**src/rtl/drum_step_sequencer.sv**
```systemverilog
// Purpose: step sequencer turning the divided ~48 kHz sample clock into per-voice one-cycle drum triggers from a writable pattern.
// Latency: sample_clk rise -> sample_tick after 3 clkin cycles -> step_strobe/trig/step_idx registered one cycle later.
// Backpressure: none; triggers are fire-and-forget pulses and pattern writes are accepted every cycle. Optional macro: DRUM_SEQ_SWING_EN.
module drum_step_sequencer #(
    parameter int NUM_VOICES = 4,
    parameter int NUM_STEPS  = 16,
    parameter int STEP_W     = $clog2(NUM_STEPS)
) (
    input  logic                          clkin,
    input  logic                          reset,
    input  logic                          sample_clk,
    input  logic                          run,
    input  logic [15:0]                   samples_per_step,
    input  logic                          wr_en,
    input  logic [$clog2(NUM_VOICES)-1:0] wr_voice,
    input  logic [STEP_W-1:0]             wr_step,
    input  logic                          wr_data,
`ifdef DRUM_SEQ_SWING_EN
    input  logic [15:0]                   swing_samples,
`endif
    output logic [NUM_VOICES-1:0]         trig,
    output logic                          step_strobe,
    output logic [STEP_W-1:0]             step_idx,
    output logic                          busy
);

    localparam int VW = $clog2(NUM_VOICES);

    typedef enum logic [1:0] {
        IDLE = 2'd0,
        ARM  = 2'd1,
        RUN  = 2'd2
    } state_t;

    state_t                               state;
    logic [NUM_VOICES-1:0][NUM_STEPS-1:0] pattern;
    logic [16:0]                          counter;

    logic sync1;
    logic sync2;
    logic sync2_d;
    logic sample_tick;

    logic [16:0]           eff_len;
    logic [16:0]           step_len;
    logic [16:0]           last_cnt;
    logic [STEP_W-1:0]     next_step;
    logic [NUM_VOICES-1:0] col_next;
    logic [NUM_VOICES-1:0] col_zero;
`ifdef DRUM_SEQ_SWING_EN
    logic [16:0]           swing_amt;
`endif

    // Bring sample_clk into the clkin domain and turn each rise into a one-cycle registered tick.
    always_ff @(posedge clkin) begin
        if (reset) begin
            sync1       <= 1'b0;
            sync2       <= 1'b0;
            sync2_d     <= 1'b0;
            sample_tick <= 1'b0;
        end else begin
            sync1       <= sample_clk;
            sync2       <= sync1;
            sync2_d     <= sync2;
            sample_tick <= sync2 & ~sync2_d;
        end
    end

    // Length of the current step in ticks; 17 bits because swing can push an even step past 16 bits.
    always_comb begin
        eff_len = (samples_per_step == 16'd0) ? 17'd1 : {1'b0, samples_per_step};
`ifdef DRUM_SEQ_SWING_EN
        // Clamp so an odd step never drops below one tick; the pair total stays 2*eff_len.
        swing_amt = ({1'b0, swing_samples} >= (eff_len - 17'd1)) ? (eff_len - 17'd1)
                                                                  : {1'b0, swing_samples};
        step_len  = step_idx[0] ? (eff_len - swing_amt) : (eff_len + swing_amt);
`else
        step_len  = eff_len;
`endif
        last_cnt  = step_len - 17'd1;
    end

    // Pattern columns for the step about to be entered (read before any same-cycle write lands).
    always_comb begin
        next_step = step_idx + STEP_W'(1);
        col_next  = '0;
        col_zero  = '0;
        for (int v = 0; v < NUM_VOICES; v++) begin
            col_next[v] = pattern[v][next_step];
            col_zero[v] = pattern[v][0];
        end
    end

    // Pattern storage: writable in any state; voice indices with no matching voice are dropped.
    always_ff @(posedge clkin) begin
        if (reset) begin
            pattern <= '0;
        end else if (wr_en) begin
            for (int v = 0; v < NUM_VOICES; v++) begin
                if (wr_voice == VW'(v)) begin
                    pattern[v][wr_step] <= wr_data;
                end
            end
        end
    end

    // Sequencer FSM with registered step index, pulses and busy flag.
    always_ff @(posedge clkin) begin
        if (reset) begin
            state       <= IDLE;
            counter     <= '0;
            step_idx    <= '0;
            trig        <= '0;
            step_strobe <= 1'b0;
            busy        <= 1'b0;
        end else begin
            trig        <= '0;
            step_strobe <= 1'b0;
            case (state)
                IDLE: begin
                    busy     <= 1'b0;
                    step_idx <= '0;
                    counter  <= '0;
                    if (run) begin
                        state <= ARM;
                    end
                end
                ARM: begin
                    if (!run) begin
                        state <= IDLE;
                    end else if (sample_tick) begin
                        // This tick is the entry of step 0.
                        state       <= RUN;
                        busy        <= 1'b1;
                        step_idx    <= '0;
                        counter     <= '0;
                        step_strobe <= 1'b1;
                        trig        <= col_zero;
                    end
                end
                RUN: begin
                    if (!run) begin
                        // Stopping wins over a coincident step entry; restart always begins at step 0.
                        state    <= IDLE;
                        busy     <= 1'b0;
                        step_idx <= '0;
                        counter  <= '0;
                    end else if (sample_tick) begin
                        // >= lets a shrunk step length take effect on the very next tick.
                        if (counter >= last_cnt) begin
                            step_idx    <= next_step;
                            counter     <= '0;
                            step_strobe <= 1'b1;
                            trig        <= col_next;
                        end else begin
                            counter <= counter + 17'd1;
                        end
                    end
                end
                default: begin
                    state <= IDLE;
                    busy  <= 1'b0;
                end
            endcase
        end
    end

endmodule

```
**config.mk**
```make
export PLATFORM = sky130hd
export DESIGN_NAME = drum_step_sequencer
export DESIGN_NICKNAME = d
export VERILOG_FILES = /design/src/rtl/drum_step_sequencer.sv
export SDC_FILE = /design/constraint.sdc
export NUM_CORES = 1
export LEC_CHECK = 0
export ABC_CLOCK_PERIOD_IN_PS = 7300
export CORE_ASPECT_RATIO = 0.9
export CORE_MARGIN = 2
export CORE_UTILIZATION = 50
export CTS_BUF_LIST = sky130_fd_sc_hd__clkbuf_8
export CTS_CLUSTER_DIAMETER = 30
export DETAILED_ROUTE_END_ITERATION = 12
export PLACE_DENSITY_LB_ADDON = 0.05
export SYNTH_ARGS = -nofsm -noshare
export SYNTH_HDL_FRONTEND = slang
export SYNTH_SLANG_ARGS = --single-unit
```
**constraint.sdc**
```tcl
create_clock -name clkin -period 7.3 [get_ports clkin]
set_clock_uncertainty 0.05 [all_clocks]
set_input_delay 1.46 -clock clkin [delete_from_list [all_inputs] [get_ports clkin]]
set_output_delay 1.46 -clock clkin [all_outputs]
set_load 0.005 [all_outputs]
```
==> flow_metrics.tcl, run 1 <==
set metrics [dict create \
    crit_fanout 16 \
    cts_sinks 97 \
    first_iter_violations 345 \
    syn_area_mm2 0.005429 \
    use_met3_pct 4.821 \
    top_usage_layer "met2" \
    core_area_mm2 0.01072 \
    die_w_um 113.8 \
    arrival_ns 5.67 \
    syn_nets 733 \
    status "complete, no violations" \
    relSlewSlack_pct 23.33 \
    ctsHtreeMaxLevel 3 \
    cts_resized 0 \
    final_core_util_pct 56.61 \
    synthFlopType "dfxtp_1" \
    cts_buffers 9 \
    ys_seq_elements 97 \
    max-vdd-ir-drop_v 0.0001293 \
    worst_slack_ns 1.890 \
    avgViaCountPerCell 5.742 \
    p_leak_nw 1.972 \
    wl_per_cell_um 15.93 \
    post_cts_buffers 0 \
    area_delta_synth_final_pct 11.78 \
    die_area_mm2 0.01171 \
    finalHoldViolCount 0 \
    overflow 0 \
    cts_tree "yes" \
    dp_hpwl_um 9174 \
    synth.distinct_cells 56 \
    cp.required_ns 7.56 \
    postRouteWirelength_um 13270 \
    start_util_pct 50.64 \
    finalCriticalPeriod_ns 5.410 \
    drc 0 \
    gr-usage-met1_pct 31.85 \
    die_y_um 102.9 \
    diodes 0 \
    yosys-top-cells-count "nand2_1 (138), dfxtp_1 (97), a21oi_1 (78), nand3_1 (69), nor2_1 (49)" \
    tns_ns 0 \
    clk_pin_slew_worst_paths_ns 0.09 \
    clkLatencyLatePin_ns 0.38 \
    hold_path_class "reg2reg" \
    hold_ws_ns 0.3621 \
    boundaryPins 38 \
    place_area_mm2 0.005851 \
    rows 36 \
    rsz0062_at_grt "no" \
    drive_gt1_share_pct 9.000 \
    grt_max_degree 88 \
    drtAntennaViolNets 0 \
    stdcell_area_mm2 0.006068 \
    grt_pass1_vias 4346 \
    via_count 4783 \
    synth_seq_area_share_pct 35.77 \
    grt.total_usage_pct 23.25 \
    fin_cells 833 \
    startpoint_type "input port" \
    synthTopCellsByArea "dfxtp_1 (36%), nand2_1 (9.5%), a21oi_1 (7.2%)" \
    worst-r2r-cell-count 8 \
    crit_path_end_kind "flip-flop" \
    fmaxAchievable_mhz 184.8 \
    met2_usage_pct 37.08 \
    syn_inst 681 \
    antenna_found_initial 0 \
    root_buffer "clkbuf_8" \
    synth_top_cell_area_share_pct 35.77 \
    async_reset_ff_share_pct 0 \
    nNetsFinal 747 \
    gp_congestion 0.8524 \
    cts_max_path_buffers 2 \
    hold_depth 1 \
    port-buffer-count 37 \
    synth_most_common_cell "nand2_1" \
    synth_area_leader_cell "dfxtp_1" \
    dr.pass1.iters 5 \
    final_max_slew_viol_count 0 \
    synth.avg_cell_area_um2 7.972 \
    pre_cts_slack_ns 1.537 \
    fin_crit_sh_pct 74.11 \
    cts_hold_buf 0 \
    setup_viol 0 \
    maxCapViolations 0 \
    grt_pass1_wl_um 21420 \
    power.total_mw 1.010 \
    synth_warnings 0 \
    place_inst 817 \
    synth_edf_count 0 \
    path_class "in2reg" \
    worst_pin_slew_ns 1.150 \
    p_per_area_mw_per_mm2 166.4 \
]
[critical path, cell delays in order]
cell and delay (ns):
clkdlybuf4s50_1 0.49, or4_4 0.61, nor4_4 0.29, a31oi_1 0.17
ha_1 0.26, nand2_1 0.16, nor3_1 0.08, xnor2_1 0.17
ha_1 0.28, and3_1 0.21, a221oi_2 0.32, o2111ai_1 0.20
a21oi_2 0.54, o21bai_2 0.26, nor2b_1 0.15
[cells in the final DEF, fill, tap and decap left out, types with 7 or more instances in the layout]
| cell | netlist | layout |
|---|---|---|
| a21oi_1 | 78 | 78 |
| a31oi_1 | 7 | 7 |
| buf_4 | 1 | 7 |
| clkbuf_8 | 0 | 9 |
| clkdlybuf4s50_1 | 0 | 35 |
| dfxtp_1 | 97 | 97 |
| ha_1 | 24 | 24 |
| inv_1 | 9 | 10 |
| mux2i_1 | 8 | 8 |
| mux4_2 | 16 | 16 |
| nand2_1 | 138 | 138 |
| nand3_1 | 69 | 69 |
| nor2_1 | 49 | 49 |
| nor2b_1 | 13 | 13 |
| nor3_1 | 14 | 14 |
| o21ai_0 | 19 | 19 |
| xnor2_1 | 13 | 13 |
| xor2_1 | 10 | 10 |
[power breakdown]
| group | internal (mW) | switching [mW] |
|---|---|---|
| clock | 0.193 | 0.194 |
| combinational | 0.0307 | 0.0583 |
| sequential | 0.532 | 0.00195 |
| total | 0.755 | 0.255 |
[cells by family (layout without fill, tap and decap cells)]
logic type	count (synthesis)	in the layout	share of synthesized area (%)
AND/OR/NAND/NOR	329	329	28.74
AO/OA/AOI/OAI	134	134	14.52
flip-flops	97	97	35.77
buffers and inverters	50	69	3.618
adder cells (fa/ha/maj)	24	24	5.531
multiplexers	24	24	8.113
XOR/XNOR	23	23	3.710
[routing by layer]
metal	vias up	routed length (um)
met5	-	0
met4	0	210
met3	18	599
met2	117	5962
met1	2230	6495
li1	2418	-
[flip-flops by register name, indices dropped and copies added, names as in the netlist]
register,flops
pattern,60
counter,17
col_zero,4
step_idx,4
trig,4
state,2
busy,1
sample_tick,1
step_strobe,1
sync1,1
sync2,1
sync2_d,1
[final timing paths]
kind                        from     endpoint  slack [ns]
max          samples_per_step[6]   counter[7]        1.89
min                      sync2_d  sample_tick        0.36
max reg2reg          step_idx[0]      trig[2]        4.40
min reg2reg              sync2_d  sample_tick        0.36
[layout make-up]
| cell class | instances | area [um^2] |
|---|---|---|
| fillers | 1005 | 4652 |
| multi-input cells | 534 | 3296 |
| flip-flops and latches | 97 | 1942 |
| repair buffers | 44 | 412.9 |
| well taps | 133 | 166.4 |
| clock buffers | 9 | 123.9 |
| clock inverters | 7 | 93.84 |
| inverters | 9 | 33.78 |
(Power assumes the default switching activity.)
==> inputs of run 2 (changes only) <==
ABC_CLOCK_PERIOD_IN_PS = 4600   (was 7300)
clock period = 4.6 ns   (was 7.3 ns; I/O delays follow)
==> run 2 against run 1 <==
Worst setup slack got worse by 1.6 ns. Utilization is 0.95 points higher. Combinational power up 70%. Power grew 49%. Critical path type unchanged. Critical endpoint is now counter[15]. Largest power group unchanged.
==> flow_metrics.tcl, run 2 (synthesis results as in run 1) <==
set metrics [dict create \
    status "complete, no violations" \
    fin_crit_sh_pct 94.46 \
    grt_pass1_wl_um 22460 \
    overflow 0 \
    relSlewSlack_pct 17.80 \
    final_cell_mix "nand2_1 (138), dfxtp_1 (97), a21oi_1 (78)" \
    port-buffer-count 37 \
    place_area_mm2 0.006001 \
    final_core_util_pct 57.55 \
    diodes 0 \
    postRouteWirelength_um 13510 \
    final_common_cell "nand2_1" \
    worst_pin_slew_ns 1.224 \
    grt_max_degree 65 \
    cts_tree "yes" \
    finalCriticalPeriod_ns 4.345 \
    clk_pin_slew_worst_paths_ns 0.10 \
    largest_register_ffs 60 \
    cp.required_ns 4.85 \
    via_count 4893 \
    dp_hpwl_um 9632 \
    boundaryPins 38 \
    post_cts_buffers 0 \
    core_area_mm2 0.01072 \
    maxCapViolations 0 \
    fin_cells 852 \
    first_iter_violations 300 \
    die_y_um 102.9 \
    dr.pass1.iters 5 \
    cts_hold_buf 0 \
    grt_pass1_vias 4477 \
    tns_ns 0 \
    rows 36 \
    cts_buffers 9 \
    fmaxAchievable_mhz 230.1 \
    rsz0062_at_grt "no" \
    drive_gt1_share_pct 11.54 \
    arrival_ns 4.60 \
    die_area_mm2 0.01171 \
    clkLatencyLatePin_ns 0.38 \
    ctsHtreeMaxLevel 3 \
    finalHoldViolCount 0 \
    startpoint_type "input port" \
    gp_congestion 0.8172 \
    avgViaCountPerCell 5.743 \
    drc 0 \
    final_max_slew_viol_count 0 \
    die_w_um 113.8 \
    path_class "in2reg" \
    max-vdd-ir-drop_v 0.0002138 \
    top_register "pattern" \
    cts_sinks 97 \
    cts_resized 0 \
    p_leak_nw 2.036 \
    grt.total_usage_pct 24.47 \
    p_per_area_mw_per_mm2 243.5 \
    start_util_pct 50.64 \
    hold_path_class "reg2reg" \
    root_buffer "clkbuf_8" \
    area_delta_synth_final_pct 13.64 \
    antenna_found_initial 0 \
    place_inst 837 \
    crit_path_end_kind "flip-flop" \
    setup_viol 0 \
    drtAntennaViolNets 0 \
    crit_fanout 15 \
    largest_registers "pattern x60, counter x17" \
    nNetsFinal 767 \
    worst_slack_ns 0.2548 \
    wl_per_cell_um 15.86 \
    cts_max_path_buffers 2 \
    stdcell_area_mm2 0.006170 \
    pre_cts_slack_ns -0.1293 \
]
[run 2: cell types whose count changed in the layout (fill, tap and decap cells not counted)]
cell,change
buf_4,+20
bufinv_16,-2
inv_1,-1
clkinvlp_4,+2
[run 2: final timing paths]
| check | endpoint | from | slack (ns) | cells past startpoint |
|---|---|---|---|---|
| max | counter[15] | samples_per_step[6] | 0.25 | 17 |
| min | sample_tick | sync2_d | 0.34 | 1 |
| max reg2reg | trig[2] | step_idx[1] | 2.02 | 6 |
| min reg2reg | sample_tick | sync2_d | 0.34 | 1 |
[run 2: where the power goes]
| part | switching [mW] | total (mW) | internal, mW |
|---|---|---|---|
| Sequential | 0.00283 | 0.847 | 0.844 |
| Clock | 0.310 | 0.505 | 0.195 |
| Combinational | 0.0949 | 0.151 | 0.0563 |
| Total | 0.407 | 1.50 | 1.10 |
[run 2: final cells by class]
class                           count  area, um^2
Clock buffer                        9       123.9
Clock inverter                      6       45.04
Sequential cell                    97        1942
Multi-Input combinational cell    534        3296
Inverter                            9       33.78
Timing Repair Buffer               64       563.0
Fill cell                        1017        4551
Tap cell                          133       166.4
[run 2: per-layer routing]
metal  share of wire [%]  up-vias  track usage [%]  routed length, um
li1                    -     2456                -                  -
met1                  49     2328            35.03               6670
met2                  45       98            38.05               6071
met3                 4.6       11            5.350                615
met4                 1.2        0            6.004                157
met5                   0        -                0                  0
[run 2: critical path: stages]
cell and delay [ns]:
clkdlybuf4s50_1 0.42, or4_4 0.56, nor4_4 0.23, a31oi_1 0.15, ha_1 0.23, nand2_1 0.11
buf_4 0.14, nor3_1 0.05, xnor2_1 0.16, ha_1 0.27, and3_1 0.21, a221oi_2 0.30
o2111ai_1 0.18, a21oi_2 0.17, buf_4 0.21, nand3_1 0.09, a31oi_1 0.21
[run 2: stage by stage]
stage,power (mW),hold WS (ns)
2_1_floorplan,0.9507,0.3174
3_3_place_gp,1.013,0.3273
3_5_place_dp,1.017,0.3308
4_1_cts,1.517,0.3483
5_1_grt,1.566,0.3628
6_report,1.503,0.3434
